--- src/rtl/proc_elem_pkg.sv ---
// Shared definitions for processing-element variants: weight-buffer FSM
// states and saturation bounds for a signed accumulator of arbitrary width.
package proc_elem_pkg;

  localparam int MAX_ACC_WIDTH = 64;

  typedef enum logic [1:0] {
    W_EMPTY       = 2'd0,
    W_ACTIVE      = 2'd1,
    W_ACTIVE_PEND = 2'd2,
    W_PEND_ONLY   = 2'd3
  } w_state_t;

  // Bounds are returned in a 64-bit container; callers keep the low w bits.
  function automatic logic [MAX_ACC_WIDTH-1:0] acc_max(input int w);
    return (64'd1 << (w - 1)) - 64'd1;
  endfunction

  function automatic logic [MAX_ACC_WIDTH-1:0] acc_min(input int w);
    return 64'd1 << (w - 1);
  endfunction

endpackage

--- src/rtl/sat_adder.sv ---
// Signed adder with overflow detection and optional clamp to the
// representable range (SATURATE=1) or plain two's-complement wrap.
module sat_adder
  import proc_elem_pkg::*;
#(
  parameter int ACC_WIDTH = 32,
  parameter bit SATURATE  = 1'b1
) (
  input  logic [ACC_WIDTH-1:0] a,
  input  logic [ACC_WIDTH-1:0] b,
  output logic [ACC_WIDTH-1:0] sum,
  output logic                 ovf
);

  localparam logic [ACC_WIDTH-1:0] SUM_MAX = ACC_WIDTH'(acc_max(ACC_WIDTH));
  localparam logic [ACC_WIDTH-1:0] SUM_MIN = ACC_WIDTH'(acc_min(ACC_WIDTH));

  logic [ACC_WIDTH-1:0] raw;

  assign raw = a + b;
  assign ovf = (a[ACC_WIDTH-1] == b[ACC_WIDTH-1]) && (raw[ACC_WIDTH-1] != a[ACC_WIDTH-1]);

  always_comb begin
    sum = raw;
    if (SATURATE && ovf) begin
      // Overflow direction follows the common operand sign.
      sum = a[ACC_WIDTH-1] ? SUM_MIN : SUM_MAX;
    end
  end

endmodule

--- src/rtl/proc_elem_db.sv ---
// Systolic processing element with a double-buffered weight: MAC of the
// left activation against the active weight, accumulated onto the top sum.
module proc_elem_db
  import proc_elem_pkg::*;
#(
  parameter int DATA_WIDTH = 16,
  parameter int ACC_WIDTH  = 32,
  parameter bit SATURATE   = 1'b1
) (
  input  logic                  clk,
  input  logic                  reset,
  input  logic [DATA_WIDTH-1:0] in_left,
  input  logic                  in_left_valid,
  input  logic [ACC_WIDTH-1:0]  in_top,
  input  logic                  in_top_valid,
  input  logic [DATA_WIDTH-1:0] w_in,
  input  logic                  w_load,
  input  logic                  w_swap,
  input  logic                  clear_sat,
  output logic [DATA_WIDTH-1:0] out_right,
  output logic                  out_right_valid,
  output logic [ACC_WIDTH-1:0]  out_down,
  output logic                  out_down_valid,
  output logic                  w_ready,
  output logic                  shadow_full,
  output logic                  sat_flag
);

  if (ACC_WIDTH < 2 * DATA_WIDTH) begin : g_width_check
    $error("proc_elem_db: ACC_WIDTH must be at least 2*DATA_WIDTH");
  end

  // state         | meaning
  // W_EMPTY       | no active weight, no shadow weight
  // W_ACTIVE      | active weight valid, shadow empty
  // W_ACTIVE_PEND | active weight valid, shadow holds unpromoted weight
  // W_PEND_ONLY   | shadow holds a weight, nothing active yet
  w_state_t state, state_nxt;

  logic [DATA_WIDTH-1:0] active_w;
  logic [DATA_WIDTH-1:0] shadow_w;
  logic                  do_swap;
  logic                  active_nxt;
  logic                  shadow_nxt;

  assign w_ready     = (state == W_ACTIVE) || (state == W_ACTIVE_PEND);
  assign shadow_full = (state == W_ACTIVE_PEND) || (state == W_PEND_ONLY);
  assign do_swap     = w_swap && shadow_full;

  always_ff @(posedge clk or posedge reset) begin
    if (reset) begin
      state <= W_EMPTY;
    end else begin
      state <= state_nxt;
    end
  end

  always_comb begin
    active_nxt = w_ready || do_swap;
    // A swap drains the shadow unless a load refills it in the same cycle.
    shadow_nxt = w_load || (shadow_full && !w_swap);
    state_nxt  = W_EMPTY;
    case ({active_nxt, shadow_nxt})
      2'b00:   state_nxt = W_EMPTY;
      2'b10:   state_nxt = W_ACTIVE;
      2'b11:   state_nxt = W_ACTIVE_PEND;
      default: state_nxt = W_PEND_ONLY;
    endcase
  end

  always_ff @(posedge clk or posedge reset) begin
    if (reset) begin
      active_w <= '0;
      shadow_w <= '0;
    end else begin
      if (do_swap) active_w <= shadow_w;
      if (w_load)  shadow_w <= w_in;
    end
  end

  logic signed [2*DATA_WIDTH-1:0] product;
  logic        [ACC_WIDTH-1:0]    product_ext;
  logic        [ACC_WIDTH-1:0]    mac_sum;
  logic                           mac_ovf;
  logic                           mac_en;

  assign product     = $signed(active_w) * $signed(in_left);
  assign product_ext = ACC_WIDTH'(product);
  assign mac_en      = in_top_valid && in_left_valid && w_ready;

  sat_adder #(
    .ACC_WIDTH(ACC_WIDTH),
    .SATURATE (SATURATE)
  ) u_sat_adder (
    .a  (in_top),
    .b  (product_ext),
    .sum(mac_sum),
    .ovf(mac_ovf)
  );

  always_ff @(posedge clk or posedge reset) begin
    if (reset) begin
      out_right       <= '0;
      out_right_valid <= 1'b0;
      out_down        <= '0;
      out_down_valid  <= 1'b0;
      sat_flag        <= 1'b0;
    end else begin
      out_right       <= in_left;
      out_right_valid <= in_left_valid;
      out_down_valid  <= in_top_valid;
      if (in_top_valid) begin
        out_down <= mac_en ? mac_sum : in_top;
      end
      if (mac_en && mac_ovf) begin
        sat_flag <= 1'b1;
      end else if (clear_sat) begin
        sat_flag <= 1'b0;
      end
    end
  end

endmodule

--- config.mk ---
export PLATFORM = sky130hd
export DESIGN_NAME = proc_elem_db
export DESIGN_NICKNAME = d
export VERILOG_FILES = /design/src/rtl/proc_elem_pkg.sv /design/src/rtl/sat_adder.sv /design/src/rtl/proc_elem_db.sv
export SDC_FILE = /design/constraint.sdc
export NUM_CORES = 1
export LEC_CHECK = 0
export CORE_MARGIN = 4
export CORE_UTILIZATION = 60
export CTS_BUF_LIST = sky130_fd_sc_hd__clkbuf_4 sky130_fd_sc_hd__clkbuf_8
export DETAILED_ROUTE_END_ITERATION = 10
export DONT_BUFFER_PORTS = 1
export HOLD_SLACK_MARGIN = 0.06
export PLACE_DENSITY = 0.76
export SKIP_CTS_REPAIR_TIMING = 1
export SLEW_MARGIN = 20
export SYNTH_ARGS = -nofsm -noshare
export SYNTH_HDL_FRONTEND = slang
export SYNTH_HIERARCHICAL = 1
export SYNTH_SLANG_ARGS = --single-unit
--- constraint.sdc ---
create_clock -name clk -period 18.8 [get_ports clk]
set_input_delay 3.76 -clock clk [delete_from_list [all_inputs] [get_ports clk]]
set_output_delay 3.76 -clock clk [all_outputs]
set_load 0.05 [all_outputs]
=== After elaboration in Yosys (flattened, before gate mapping) ===
Cells that the tools add are included.

* Add/sub/neg operators: 1
* $mul: 1
* Equality and inequality tests: 7
* Multiplexer cells: 6
* Reductions and logical operators: 13

{| class="wikitable"
|+ Operators by type and width
! kind !! count
|-
| two-way mux 32 bit || 3
|-
| adder 32 bit || 1
|-
| multiplier 16 x 16 -> 32 bit || 1
|-
| == test 2 bit, second input constant || 4
|-
| logical AND 1 bit || 6
|-
| one-hot mux 2 bit (3 select lines) || 1
|-
| logical OR 1 bit || 4
|-
| == test 2 x 1 -> 1 bit, second input constant || 1
|-
| zero test 2 bit || 1
|-
| two-way mux 1 bit || 2
|-
| nonzero test 2 bit || 1
|-
| == test 1 bit || 1
|-
| zero test 1 bit || 1
|-
| inequality test 1 bit || 1
|}

* Bits in registers: 85
* Bits of input ports: 71
* Output and inout bits: 53

=== Longest topological paths before layout ===
* Word-level depth: 6
* Depth in mapped cells: 34
* Mapped depth without buffers: 31

=== Cells and area by module ===
Netlist, hierarchy kept.

{| class="wikitable"
|+ By module, submodules not included
! module !! instances !! cells an instance !! area an instance (um^2)
|-
| proc_elem_db || 1 || 1,330 || 13,117.6
|-
| sat_adder || 1 || 299 || 2,109.5
|}

=== Worst setup path after synthesis ===
Ideal clock, no wire load.

* Path kind: input to register
* Start: in in_left[7]
* End: reg out_down[0]
* Library setup time: 137 ps
* Arrival time: 10,833 ps
* Slack: 7,830 ps
* Stages: 34
* Buffers on the path: 4
* Path through: clkbuf_1 > nand2_1 > fa_1 > inv_1 > fa_1 > inv_1 > fa_1 > inv_1 > fa_1 > fa_1 > inv_1 > fa_1 > inv_1 > ha_1 > buf_2 > o21a_1 > o211ai_2 > o221a_2 > o2111ai_1 > a31o_2 > a21oi_1 > xnor2_1 > ha_1 > a21oi_1 > o21ai_1 > or3_1 > a211o_1 > nand4_1 > and4_1 > buf_6 > buf_8 > o21ai_1 > mux2i_1 > a21oi_1

* Word-level cells in the longest chain between the ends: 6
* Elaborated cells between the ends (all ways): 7
* Those cells by class: add/sub: 1; mul: 1; eq/ne: 2; mux: 2; reduce/logical: 1

{| class="wikitable"
|+ RTL lines
! what !! RTL line !! text
|-
| from (decl) || proc_elem_db.sv:12 || <nowiki>input logic [DATA_WIDTH-1:0] in_left,</nowiki>
|-
| multiplier 16 x 16 -> 32 bit || proc_elem_db.sv:87 || <nowiki>assign product = $signed(active_w) * $signed(in_left);</nowiki>
|-
| via product[22] || proc_elem_db.sv:81 || <nowiki>logic signed [2*DATA_WIDTH-1:0] product;</nowiki>
|-
| adder 32 bit || sat_adder.sv:20 || <nowiki>assign raw = a + b;</nowiki>
|-
| inequality test 1 bit || sat_adder.sv:21 || <nowiki>assign ovf = (a[ACC_WIDTH-1] == b[ACC_WIDTH-1]) && (raw[ACC_WIDTH-1] != a[ACC_WIDTH-1]);</nowiki>
|-
| logical AND 1 bit || sat_adder.sv:21 ||
|-
| two-way mux 32 bit || sat_adder.sv:25 || <nowiki>if (SATURATE && ovf) begin</nowiki>
|-
| via mac_sum[0] || proc_elem_db.sv:83 || <nowiki>logic [ACC_WIDTH-1:0] mac_sum;</nowiki>
|-
| two-way mux 32 bit || proc_elem_db.sv:113 || <nowiki>out_down <= mac_en ? mac_sum : in_top;</nowiki>
|-
| to (signal assigned) || proc_elem_db.sv:113 ||
|-
| to (decl) || proc_elem_db.sv:22 || <nowiki>output logic [ACC_WIDTH-1:0] out_down,</nowiki>
|}

The timed path passes the listed nets, and every way through them passes these cells.
A chain may end at the register's enable or synchronous reset.

=== Worst setup path in the final report ===
* Start: in in_left[4]
* End: reg out_down[22]

* Word-level cells in the longest chain between the ends: 6
* Elaborated cells between the ends (all ways): 7
* Those cells by class: add/sub: 1; mul: 1; eq/ne: 2; mux: 2; reduce/logical: 1

{| class="wikitable"
|+ RTL lines
! what !! RTL line
|-
| multiplier 16 x 16 -> 32 bit (*) || proc_elem_db.sv:87
|-
| via product[22] || proc_elem_db.sv:81
|-
| adder 32 bit (*) || sat_adder.sv:20
|-
| inequality test 1 bit || sat_adder.sv:21
|-
| logical AND 1 bit || sat_adder.sv:21
|-
| two-way mux 32 bit (*) || sat_adder.sv:25
|-
| via mac_sum[22] || proc_elem_db.sv:83
|-
| two-way mux 32 bit (*) || proc_elem_db.sv:113
|}

The timed path passes the listed nets; every way through them passes the cells marked *.

==> results_dict.tcl <==
set metrics [dict create \
    synth_compound_area_frac 0.110 \
    clock_latency_ps 400 \
    ys_seq_area_frac 0.140 \
    async_flop_share 1.00 \
    hold_viol_final 0 \
    max_stage_delay_ps 720 \
    skew_ps 20.3 \
    grt_pass1_vias 12100 \
    antenna_found_initial 1 \
    synth_cells 1629 \
    start_util 0.606 \
    hold_ws_ps 514 \
    setup_viol 0 \
    grt_overflow 0 \
    grt_pass1_wl_um 60800 \
    post-route-period-util 0.594 \
    dpl.hpwl_um 29800 \
    die-area_um2 28000 \
    synth-edff-count 0 \
    rsz0062_at_grt "false" \
    tightest_slew_ps 936 \
    cp_max_fo 29 \
    slowest_stage "and4_2" \
    ys_types 73 \
    routedWlPerCell_um 19.0 \
    syn_area_um2 15200 \
    ioPinCount 124 \
    yosysWarningCount 6 \
    synth_top_flop_cell "dfrtp_1" \
    finalSetupTns_ps 0 \
    crit_path_frequent_cell "fa_1" \
    synth_top_family_by_area "adder cells" \
    cts_max_level 3 \
    first_pass_iters 6 \
    tritoncts "done" \
    cts_buffers 9 \
    cts_buffer_depth 2 \
    core_area_um2 25100 \
    gp_congestion 0.940 \
    synth_xor_area_frac 0.0345 \
    cts.sinks 85 \
    syn_avg_cell_area_um2 9.35 \
    cp-start-kind "input port" \
    drt_iter0_markers 698 \
    maxSlewViolCount 0 \
    synth_simple_gate_area_frac 0.135 \
    postLayoutCoreUtil 0.620 \
    drive_gt1_frac 0.0543 \
    status "completed" \
    worst_ep_arrival_time_ps 11440 \
    vias_per_cell 5.84 \
    path_clk_slew_ps 100 \
    fp.dieH_um 167 \
    slew_headroom 0.374 \
    cts_root_buf "clkbuf_8" \
    drcViolationCount 0 \
    period_minus_slack_ps 11170 \
    vias 11200 \
    grt_max_degree 67 \
    yosys.area_share.adder 0.441 \
    worst-setup-path-type "input port to flop" \
    routed_wirelength_um 36500 \
    fillers 2145 \
    worst_setup_path_end_kind "flop" \
    syn_nets 2078 \
    grt_use_total 0.269 \
    ys_ff_latch 85 \
    core.rowCount 58 \
    area_growth_syn_to_layout_pct 2.23 \
    cp.required_ps 19070 \
    timing.fmax_mhz 89.5 \
    ant_nets 0 \
    port_buffers 0 \
    muxShareOfSynthArea 0.0447 \
    maxCapViolCount 0 \
    die_x_um 167 \
    hp-class "flop to flop" \
    nets 2029 \
]
[final cells by class]
type / count / area, um2 / share of cell area
multi-input cells: 1173 / 11700 / 0.749
flip-flops and latches: 85 / 2130 / 0.137
inverters: 307 / 1150 / 0.0742
well taps: 330 / 413 / 0.0265
clock buffers: 10 / 131 / 0.00844
clock inverters: 6 / 53.8 / 0.00346
repair buffers: 4 / 30.0 / 0.00193
diodes: 1 / 2.50 / 0.000161
[worst max-delay path, delay by kind of cell]
kind	cells	cell delay [ps]
multiplexers	1	140
AND/OR/NAND/NOR	4	1390
AO/OA/AOI/OAI	12	2140
XOR/XNOR	1	140
adder cells (fa/ha/maj)	8	3650
buffers and inverters	4	200
[final timing paths]
kind                             startpoint            end  slack (ps)  cells past startpoint
worst max-delay path             in_left[4]   out_down[22]        7630                     30
worst min-delay path            shadow_w[3]    shadow_w[3]         510                      1
worst max register to register  active_w[5]   out_down[22]       10050                     31
worst min register to register  shadow_w[3]    shadow_w[3]         510                      1
max in group asynchronous             reset  out_right[15]       14510                      2
min in group asynchronous             reset    out_down[0]        3270                      1
[Yosys cell counts, types with 10 or more instances]
master | instances | area [um2]
fa_1 | 263 | 5270
mux2_2 | 32 | 360
a21oi_1 | 92 | 460
nand2_1 | 157 | 589
inv_1 | 307 | 1150
xor2_1 | 21 | 184
ha_1 | 115 | 1440
and2_1 | 124 | 776
nor2_1 | 72 | 270
xnor2_1 | 39 | 342
mux2i_1 | 32 | 320
o21ai_0 | 16 | 80.1
o21ai_1 | 27 | 135
nand4_1 | 10 | 62.6
a21o_1 | 22 | 165
o21a_1 | 11 | 82.6
nand2b_1 | 11 | 68.8
clkbuf_1 | 50 | 188
dfrtp_1 | 85 | 2130
[per-stage QoR]
stage / cells / area, um2 / setup WS [ps]
2_1_floorplan: 1629 / 15200 / 7830
3_3_place_gp: 1899 / 15400 / 7080
3_5_place_dp: 1899 / 15400 / 7240
4_1_cts: 1915 / 15600 / 7650
5_1_grt: 1916 / 15600 / 7200
6_report: 1916 / 15600 / 7630
[logic make-up after synthesis]
| kind of cell | count (synthesis) |
|---|---|
| AO/OA/AOI/OAI | 251 |
| XOR/XNOR | 60 |
| adder cells (fa/ha/maj) | 379 |
| buffers and inverters | 371 |
| flip-flops | 85 |
| multiplexers | 64 |
| AND/OR/NAND/NOR | 419 |
[per-layer routing]
metal	track usage	part of all wire	vias to the layer above
met4	0.109	0.042	0
met5	0	0	-
met2	0.472	0.52	360
li1	-	-	5039
met3	0.0451	0.053	99
met1	0.333	0.39	5685
[registers in the layout (all words and copies together) (netlist names)]
| register | count |
|---|---|
| active_w | 16 |
| shadow_w | 16 |
| out_down | 32 |
| out_down_valid | 1 |
| out_right | 16 |
| state | 2 |
| out_right_valid | 1 |
| sat_flag | 1 |
[cells in the final DEF, fill, tap and decap left out, types with 5 or more instances in the layout]
master / instances
dfrtp_1: 85
nand3_1: 8
clkbuf_8: 9
ha_1: 115
mux2i_1: 32
o21ai_0: 16
fa_1: 263
mux2_2: 32
nor3_1: 8
inv_1: 306
a31oi_1: 8
nand2b_1: 11
o31ai_1: 6
and3_1: 8
nand4_1: 10
a211o_1: 5
and2_1: 124
o21ai_2: 8
nor2_1: 72
a21oi_2: 8
nand2_1: 157
a21oi_1: 92
o21ai_1: 27
xor2_1: 21
a21o_1: 22
o21a_1: 11
xnor2_1: 39
Power is left out: the tool's default activity adds up to more than one toggle a clock period on the data nets, which glitch-free logic cannot reach.
